### config.mk
export PLATFORM = sky130hd
export DESIGN_NAME = keypad_scanner_flat
export DESIGN_NICKNAME = d
export VERILOG_FILES = /design/src/rtl/keypad_scanner_if.sv /design/src/rtl/keypad_scanner.sv /design/src/flat_wrapper.sv
export SDC_FILE = /design/constraint.sdc
export NUM_CORES = 1
export LEC_CHECK = 0
export CAP_MARGIN = 25
export CORE_MARGIN = 1
export CORE_UTILIZATION = 55
export CTS_BUF_LIST = sky130_fd_sc_hd__clkbuf_2 sky130_fd_sc_hd__clkbuf_4 sky130_fd_sc_hd__clkbuf_8
export DETAILED_ROUTE_END_ITERATION = 10
export PLACE_DENSITY = 0.75
export SLEW_MARGIN = 20
export SYNTH_ARGS = -nofsm -noshare
export SYNTH_HDL_FRONTEND = slang
export SYNTH_SLANG_ARGS = --single-unit
### constraint.sdc
create_clock -name clk -period 6.4 [get_ports clk]
set_input_delay 0.64 -clock clk [delete_from_list [all_inputs] [get_ports clk]]
set_output_delay 0.64 -clock clk [all_outputs]
set_load 0.03 [all_outputs]
### src/rtl/keypad_scanner_if.sv
// keypad_scanner_if: keypad row/column lines and decoded key event signals
// Ports: col_sync (synchronized active-low columns), row_n (active-low row drive),
//        key_code {row,col}, key_valid (one-cycle strobe), key_held (key locked)
// master = scanner side, slave = keypad/consumer side.
interface keypad_scanner_if #(
  parameter int NUM_ROWS = 4,
  parameter int NUM_COLS = 4
);
  logic [NUM_COLS-1:0] col_sync;
  logic [NUM_ROWS-1:0] row_n;
  logic [$clog2(NUM_ROWS)+$clog2(NUM_COLS)-1:0] key_code;
  logic key_valid;
  logic key_held;
  modport master (input col_sync, output row_n, key_code, key_valid, key_held);
  modport slave (output col_sync, input row_n, key_code, key_valid, key_held);
endinterface

### src/rtl/keypad_scanner.sv
// keypad_scanner: row-scanning keypad controller emitting one debounced event per key press
// Ports: clk (system clock), reset (asynchronous active-high),
//        kp (keypad_scanner_if.master): col_sync in, row_n / key_code / key_valid / key_held out
// Optional feature: define KEYPAD_AUTOREPEAT_EN to re-strobe a held key every REPEAT_CYCLES clocks.
module keypad_scanner #(
  parameter int NUM_ROWS        = 4,
  parameter int NUM_COLS        = 4,
  parameter int SCAN_CYCLES     = 1000,
  parameter int DEBOUNCE_CYCLES = 50000,
  parameter int REPEAT_CYCLES   = 12000000
) (
  input logic clk,
  input logic reset,
  keypad_scanner_if.master kp
);
  localparam int RW = $clog2(NUM_ROWS);
  localparam int CW = $clog2(NUM_COLS);
  localparam int SW = $clog2(SCAN_CYCLES) + 1;
  localparam int DW = $clog2(DEBOUNCE_CYCLES) + 1;

  if (NUM_ROWS < 2 || (NUM_ROWS & (NUM_ROWS - 1)) != 0) begin : g_chk_rows
    $error("NUM_ROWS must be a power of two >= 2");
  end
  if (NUM_COLS < 2 || (NUM_COLS & (NUM_COLS - 1)) != 0) begin : g_chk_cols
    $error("NUM_COLS must be a power of two >= 2");
  end
  if (SCAN_CYCLES < 4) begin : g_chk_scan
    $error("SCAN_CYCLES must be >= 4");
  end
  if (DEBOUNCE_CYCLES < 2) begin : g_chk_deb
    $error("DEBOUNCE_CYCLES must be >= 2");
  end
  if (REPEAT_CYCLES < 2) begin : g_chk_rep
    $error("REPEAT_CYCLES must be >= 2");
  end

  typedef enum logic [1:0] {SCAN, DEBOUNCE, HELD, RELEASE} state_t;

  state_t state, state_nx;
  logic [RW-1:0] row, row_nx;
  logic [NUM_ROWS-1:0] row_drv, row_drv_nx;
  logic [NUM_COLS-1:0] pat, pat_nx;
  logic [SW-1:0] scan_cnt, scan_cnt_nx;
  logic [DW-1:0] deb_cnt, deb_cnt_nx;
  logic [RW+CW-1:0] code, code_nx;
  logic valid, valid_nx, held, held_nx;
  logic [NUM_COLS-1:0] low;
  logic one_low, all_ones, cap_low;
  logic [CW-1:0] col_idx;
`ifdef KEYPAD_AUTOREPEAT_EN
  localparam int PW = $clog2(REPEAT_CYCLES) + 1;
  logic [PW-1:0] rep_cnt, rep_cnt_nx;
`endif

  assign low      = ~kp.col_sync;
  assign one_low  = |low && ~|(low & (low - 1'b1));
  assign all_ones = &kp.col_sync;
  // pat has a single zero at the locked column
  assign cap_low  = |(low & ~pat);

  always_comb begin
    col_idx = '0;
    for (int i = 0; i < NUM_COLS; i++)
      if (!pat[i]) col_idx = CW'(i);
  end

  always_comb begin
    state_nx    = state;
    row_nx      = row;
    pat_nx      = pat;
    scan_cnt_nx = scan_cnt;
    deb_cnt_nx  = deb_cnt;
    code_nx     = code;
    valid_nx    = 1'b0;
    held_nx     = held;
`ifdef KEYPAD_AUTOREPEAT_EN
    rep_cnt_nx  = '0;
`endif
    case (state)
      SCAN:
        if (scan_cnt == SW'(SCAN_CYCLES - 1)) begin
          scan_cnt_nx = '0;
          if (one_low) begin
            state_nx   = DEBOUNCE;
            pat_nx     = kp.col_sync;
            deb_cnt_nx = '0;
          end else row_nx = row + 1'b1;
        end else scan_cnt_nx = scan_cnt + 1'b1;
      DEBOUNCE:
        // mismatch is tested first so it beats a completing count
        if (kp.col_sync != pat) begin
          state_nx   = SCAN;
          row_nx     = row + 1'b1;
          deb_cnt_nx = '0;
        end else if (deb_cnt == DW'(DEBOUNCE_CYCLES)) begin
          state_nx   = HELD;
          code_nx    = {row, col_idx};
          valid_nx   = 1'b1;
          held_nx    = 1'b1;
          deb_cnt_nx = '0;
        end else deb_cnt_nx = deb_cnt + 1'b1;
      HELD:
        if (all_ones) begin
          state_nx   = RELEASE;
          deb_cnt_nx = '0;
        end
`ifdef KEYPAD_AUTOREPEAT_EN
        else begin
          valid_nx   = rep_cnt == PW'(REPEAT_CYCLES - 1);
          rep_cnt_nx = valid_nx ? '0 : rep_cnt + 1'b1;
        end
`endif
      RELEASE:
        // the edge that entered RELEASE already saw one all-ones read
        if (cap_low) begin
          state_nx   = HELD;
          deb_cnt_nx = '0;
        end else if (!all_ones) deb_cnt_nx = '0;
        else if (deb_cnt == DW'(DEBOUNCE_CYCLES - 1)) begin
          state_nx    = SCAN;
          row_nx      = row + 1'b1;
          held_nx     = 1'b0;
          deb_cnt_nx  = '0;
          scan_cnt_nx = '0;
        end else deb_cnt_nx = deb_cnt + 1'b1;
      default: state_nx = SCAN;
    endcase
    row_drv_nx = ~(NUM_ROWS'(1) << row_nx);
  end

  always_ff @(posedge clk or posedge reset)
    if (reset) begin
      state    <= SCAN;
      row      <= '0;
      row_drv  <= {{(NUM_ROWS-1){1'b1}}, 1'b0};
      pat      <= '1;
      scan_cnt <= '0;
      deb_cnt  <= '0;
      code     <= '0;
      valid    <= 1'b0;
      held     <= 1'b0;
`ifdef KEYPAD_AUTOREPEAT_EN
      rep_cnt  <= '0;
`endif
    end else begin
      state    <= state_nx;
      row      <= row_nx;
      row_drv  <= row_drv_nx;
      pat      <= pat_nx;
      scan_cnt <= scan_cnt_nx;
      deb_cnt  <= deb_cnt_nx;
      code     <= code_nx;
      valid    <= valid_nx;
      held     <= held_nx;
`ifdef KEYPAD_AUTOREPEAT_EN
      rep_cnt  <= rep_cnt_nx;
`endif
    end

  assign kp.row_n     = row_drv;
  assign kp.key_code  = code;
  assign kp.key_valid = valid;
  assign kp.key_held  = held;
endmodule

### src/flat_wrapper.sv
// flat-port wrapper written by rule: the top's interface ports become plain ports
module keypad_scanner_flat 
#(
  parameter int NUM_ROWS        = 4,
  parameter int NUM_COLS        = 4,
  parameter int SCAN_CYCLES     = 1000,
  parameter int DEBOUNCE_CYCLES = 50000,
  parameter int REPEAT_CYCLES   = 12000000
)
  (clk, reset, kp_col_sync, kp_row_n, kp_key_code, kp_key_valid, kp_key_held);
  keypad_scanner_if #(.NUM_ROWS(NUM_ROWS), .NUM_COLS(NUM_COLS)) kp_i ();
  input logic clk;
  input logic reset;
  input wire logic [$bits(kp_i.col_sync)-1:0] kp_col_sync;
  output wire logic [$bits(kp_i.row_n)-1:0] kp_row_n;
  output wire logic [$bits(kp_i.key_code)-1:0] kp_key_code;
  output wire logic [$bits(kp_i.key_valid)-1:0] kp_key_valid;
  output wire logic [$bits(kp_i.key_held)-1:0] kp_key_held;
  assign kp_i.col_sync = kp_col_sync;
  assign kp_row_n = kp_i.row_n;
  assign kp_key_code = kp_i.key_code;
  assign kp_key_valid = kp_i.key_valid;
  assign kp_key_held = kp_i.key_held;
  keypad_scanner #(.NUM_ROWS(NUM_ROWS), .NUM_COLS(NUM_COLS), .SCAN_CYCLES(SCAN_CYCLES), .DEBOUNCE_CYCLES(DEBOUNCE_CYCLES), .REPEAT_CYCLES(REPEAT_CYCLES)) u_core (.clk(clk), .reset(reset), .kp(kp_i));
endmodule
---- Yosys cells after proc, flatten, opt, wreduce, memory -nomap -nowiden ----
Index checks and enable logic that the tools add are counted.
storage, ports and cells
  register bits ........................... 46
  bits of input ports ..................... 6
  output and inout port bits .............. 10
  word-level logic and storage cells ...... 95
operators by class
  add/sub/neg operators ................... 4
  eq/ne operators ......................... 18
  shifts and indexed selects .............. 1
  mux-type cells .......................... 42
  bitwise gates (word level) .............. 6
  reductions and logical operators ........ 15
operators with widths
  cell                                                   count
  two-way mux 17 bit                                     8
  case mux 17 bit (4 select lines)                       1
  two-way mux 11 bit                                     4
  equality test 17 x 16 -> 1 bit, second input constant  2
  two-way mux 2 bit                                      16
  case mux 11 bit (2 select lines)                       1
  adder 17 x 1 -> 17 bit, second input constant          1
  inequality test 2 x 1 -> 1 bit, second input constant  6
  NOT 4 bit                                              3
  AND reduction 6 bit                                    2
  OR reduction 4 bit                                     3
  adder 11 x 1 -> 11 bit, second input constant          1
  equality test 11 x 10 -> 1 bit, second input constant  1
  two-way mux 1 bit                                      9
  inequality test 3 x 1 -> 1 bit, second input constant  3
  AND reduction 3 bit                                    3
  AND 4 bit                                              2
  case mux 2 bit (4 select lines)                        1
  AND reduction 4 bit                                    2
  case mux 2 bit (3 select lines)                        1
  equality test 2 bit, second input constant             2
  inequality test 2 bit, second input constant           2
  inequality test 4 bit                                  1
  nonzero test 2 bit                                     2
  other kinds (9)                                        9

---- Logic depth before layout (Yosys ltp) ----
  depth in word-level cells ............... 11
  depth in mapped cells ................... 9
  depth with buffers taken out ............ 7

---- Worst setup path after synthesis ----
No wires, ideal clock.
  kind .................................... input -> register
  start point ............................. input port kp_col_sync[1]
  end point ............................... register u_core.code[0], in the netlist u_core.kp.key_code[0]
  library setup time ...................... 125 ps
  arrival ................................. 2309 ps
  required time ........................... 6275 ps
  path slack .............................. 3966 ps
  cell stages on the path ................. 7
  buffers on the path ..................... 1
  path through ............................ inv_1 ha_1 or4_4 nor3b_2 nor2b_1 buf_2 mux2_2
on the way
  longest elaborated chain between the ends .. 3
ends and longest elaborated chain
  item                           line                   RTL
  from (decl)                    flat_wrapper.sv:14     input wire logic [$bits(kp_i.col_sync)-1:0] kp_col_sync;
  inequality test 4 bit          keypad_scanner.sv:91   if (kp.col_sync != pat) begin
  NOT 1 bit (no line)            --
  AND reduction 3 bit (no line)  --
  to (signal assigned)           keypad_scanner.sv:152  code <= code_nx;
  to (decl)                      keypad_scanner.sv:45   logic [RW+CW-1:0] code, code_nx;
Every way passes these cells.
A chain may end at the register's enable or synchronous reset.

---- Worst setup path after layout ----
  start point ............................. input port kp_col_sync[1]
  end point ............................... register u_core.deb_cnt[6]
on the way
  longest elaborated chain between the ends .. 8
  elaborated cells between the ends (all ways) .. 18
  classes of those cells .................. 1 x add/sub; 3 x eq/ne; 4 x mux; 3 x bitwise; 7 x reduce/logical
ends and longest elaborated chain
  item                                      line                   RTL
  NOT 4 bit                                 keypad_scanner.sv:55   assign low = ~kp.col_sync;
  subtractor 4 x 1 -> 4 bit                 keypad_scanner.sv:56   assign one_low = |low && ~|(low & (low - 1'b1));
  AND 4 bit                                 keypad_scanner.sv:56
  OR reduction 4 bit                        keypad_scanner.sv:56
  zero test 1 bit                           keypad_scanner.sv:56
  logical AND 1 bit                         keypad_scanner.sv:56
  inequality test 2 x 1 -> 1 bit (no line)  --
  AND reduction 3 bit (no line)             --
  to (signal assigned)                      keypad_scanner.sv:151  deb_cnt <= deb_cnt_nx;
  to (decl)                                 keypad_scanner.sv:44   logic [DW-1:0] deb_cnt, deb_cnt_nx;
Several ways; a longest one is shown, not always the timed one.

==> qor.txt <==
status: finished, final reports clean
hold buffers post-CTS: 0
crit path from: kp_col_sync[1]
Critical Path Max Stage Delay: 0.77 ns
worst slack at placement: 2.710 ns
total power draw: 834.1 uW
CTS tree: built
largest net degree at the start of global routing: 47
Vias: 2175
ordered cell list for the critical path: clkdlybuf4s50_1, inv_1, ha_1, or4_4, nor3b_2, a22o_1, nand2_2, o311ai_2
gpl congestion: 0.8094
warnings from Yosys: 0
Critical-path top delay cell: a22o_1
final hold vios: 0
1st-pass router iterations: 4
# nets final: 307
register area share after synthesis: 43.56%
Post-Syn Area per Cell: 9.408 um2
number of global-route vias before repair: 2053
sequential cell area: 1160 um2
post-synth cell types: 55
Die Height: 71.58 um
antenna violations before repair: 0
Overflow after GRT: 0
Crit. End Element: flop
Detailed Route Iter0 Violations: 132
hold_sp: u_core.pat[1]$_DFFE_PP1P_
Final setup viols: 0
via/cell ratio: 6.268
Max Freq: 0.2968 GHz
Post-Syn Nets: 296
Ports: 16
post-CTS sizing: 0
Reg2Reg Launch Point: u_core.pat[1]$_DFFE_PP1P_
wire length per cell: 15.42 um
leak pwr: 0.001212 uW
Worst Path Required: 6.62 ns
# DRC: 0
register bit total from synthesis: 46
worst path arrival time: 3.59 ns
Synth area leader: dfrtp_1
RSZ-0062 raised after global routing: false
first-pass GRT wire length: 9.522 mm
htree depth: 2
Layout Skew: 0.009216 ns
relative slew slack: 35.52%
initial core utilization: 59.11%
cts bufs inserted: 5
Chip Width: 71.58 um
Slew Viols, Final: 0
Post-synth top flop: dfrtp_1
Core Rows: 24
post-route minimum period: 3.370 ns
Multi-input gate area: 1365 um2
worst-skew pair later-pin latency: 0.31 ns
Netlist Area Pre-Place: 2663 um2
count of buffers from port buffering: 15
Worst Tran Pin Value: 0.9672 ns
final-layout fill cell count: 379
worst IR drop on VDD: 0.1448 mV
ant diodes: 0
r2r setup slk: 3.44 ns
Worst R2R Path Depth: 7
antenna-violating nets left: 0
Crit Path Max Fanout: 28
share of cells above drive strength 1: 11.19%
crit path buf inv count: 2
CP startpoint kind: input port
TNS Setup: 0 ns
hold endpoint: u_core.pat[1]$_DFFE_PP1P_
post-synthesis cell count: 283
Crit path max-delay family: compound AO/OA/AOI/OAI gates
Total Die Area: 5123 um2
r2r endpoint: u_core.deb_cnt[6]$_DFFE_PP0P_
Area Growth Syn to Fin: 9.869%
clock sink count: 46
Hold Crit Depth: 2
Synth top area share: 36.65%
final setup margin: 3.030 ns
Cell Pwr Density: 285.1 nW/um2
Setup Crit Path Kind: in -> reg
Tcrit/Tclk final: 52.65%
EDFF count, synth: 0
top post-synthesis cells by area: dfrtp_1 (37%), dfstp_2 (6.9%), o21ai_0 (4.3%)
Min-Delay Path Class: reg -> reg
# Post-CTS Setup Buffers: 0
Core Box Area: 4504 um2
CTS Buffer Depth: 2
total detailed-routing wirelength: 5.352 mm
Max Cap Viol: 0
Clock Tree Root: clkbuf_8
dpl hpwl: 3.712 mm
All-Layer GR Usage: 23.65%
Reg clk slew, reported paths: 0.09 ns
Async SR Flop Fraction: 100.0%
## worst register-to-register path: cells and delay by family (launching register included)
family | cells | cell delay [ns]
buf+inv | 1 | 0.04
compound gates | 2 | 1.05
flops | 1 | 0.55
fa+ha+maj | 1 | 0.27
simple gates | 3 | 0.97
## worst max-delay path by stage
| stage | slack (ns) | endpoint | cells past startpoint |
|---|---|---|---|
| finish | 3.03 | u_core.deb_cnt[6]$_DFFE_PP0P_ | 8 |
| global route | 2.84 | u_core.deb_cnt[6]$_DFFE_PP0P_ | 8 |
| CTS | 3.04 | u_core.deb_cnt[6]$_DFFE_PP0P_ | 8 |
| detailed placement | 2.71 | u_core.deb_cnt[6]$_DFFE_PP0P_ | 8 |
| global placement | 2.81 | u_core.deb_cnt[6]$_DFFE_PP0P_ | 8 |
| floorplan | 3.97 | u_core.kp.key_code[0]$_DFFE_PP0P_ | 7 |
## per-stage QoR
stage,cell area (um2),util (%),hold WS (ns),cells
floorplan,2663,-,0.4606,283
global placement,2804,62.25,0.4740,338
detailed placement,2804,62.25,0.4884,338
CTS,2898,64.33,0.5024,346
global route,2925,64.94,0.5178,347
finish,2925,64.94,0.5011,347
## cell usage after synthesis (2+ instances only)
cell type   n
a31oi_1    13
o21ai_1     2
and3_1      9
o21ai_0    23
a21o_1      3
and2_1      5
or4_1       2
mux2_2      3
mux2i_1     5
a21oi_1    10
nand3b_1    2
and4b_1     2
buf_2       5
ha_1        7
a221o_1     2
or4_4       2
nor4b_2     3
nor2b_1     3
inv_1      15
clkbuf_1    5
o211ai_1    2
nor2_1     13
dfstp_2     7
nand4b_1    2
and4_1      2
o31ai_1     3
nand4_1     8
nor3_1      7
o21a_1      2
a41oi_1     2
a22o_1      4
xnor2_1     4
dfrtp_1    39
nand2_1    29
buf_6       2
nand3_1    17
## cells in the final DEF (no fill, tap or decap), types with 3 or more instances in the layout
cell and instances:
dfrtp_1 39, nand2_1 29, o21ai_0 23, nand3_1 17
clkdlybuf4s50_1 15, inv_1 14, nor2_1 13, a31oi_1 13
a21oi_1 10, and3_1 9, nand4_1 8, nor3_1 7
ha_1 7, dfstp_2 7, mux2i_1 5, and2_1 5
clkbuf_8 5, xnor2_1 4, a22o_1 4, nor4b_2 3
nor2b_1 3, a21o_1 3, o31ai_1 3, mux2_2 3
## flip-flops by register name, summed over array words and instances (netlist names)
register	flops
u_core.scan_cnt	11
u_core.pat	4
u_core.kp.key_code	4
u_core.deb_cnt	17
u_core.row	2
u_core.state	2
u_core.kp.key_held	1
u_core.kp.key_valid	1
u_core.kp.row_n	4
## report_power, final
| group | internal, uW | switching [uW] | total (uW) |
|---|---|---|---|
| clock | 78.9 | 109 | 188 |
| sequential | 349 | 68.2 | 417 |
| combinational | 109 | 120 | 229 |
## area by class of cell
| type | count | area share, % |
|---|---|---|
| inverter | 15 | 1.925 |
| tap | 52 | 2.224 |
| sequential | 46 | 39.65 |
| timing repair buffer | 17 | 6.330 |
| clock buffer | 5 | 2.352 |
| clock inverter | 3 | 0.8554 |
| multi-input combinational | 209 | 46.66 |
## logic make-up after synthesis
family / Yosys count / synth area share [%]
fa+ha+maj: 7 / 3.289
simple gates: 115 / 24.91
buf+inv: 28 / 5.169
compound gates: 75 / 18.61
xor+xnor: 4 / 1.316
flops: 46 / 43.56
mux: 8 / 3.148
## layer usage
layer  track usage (%)  part of all wire (%)  vias up
li1                  -                     -     1076
met1             33.49                    49     1046
met4             10.89                   1.9        0
met3             2.532                   4.0        9
met5                 0                     0        -
met2             36.93                    45       44
(Power assumes the default switching activity.)
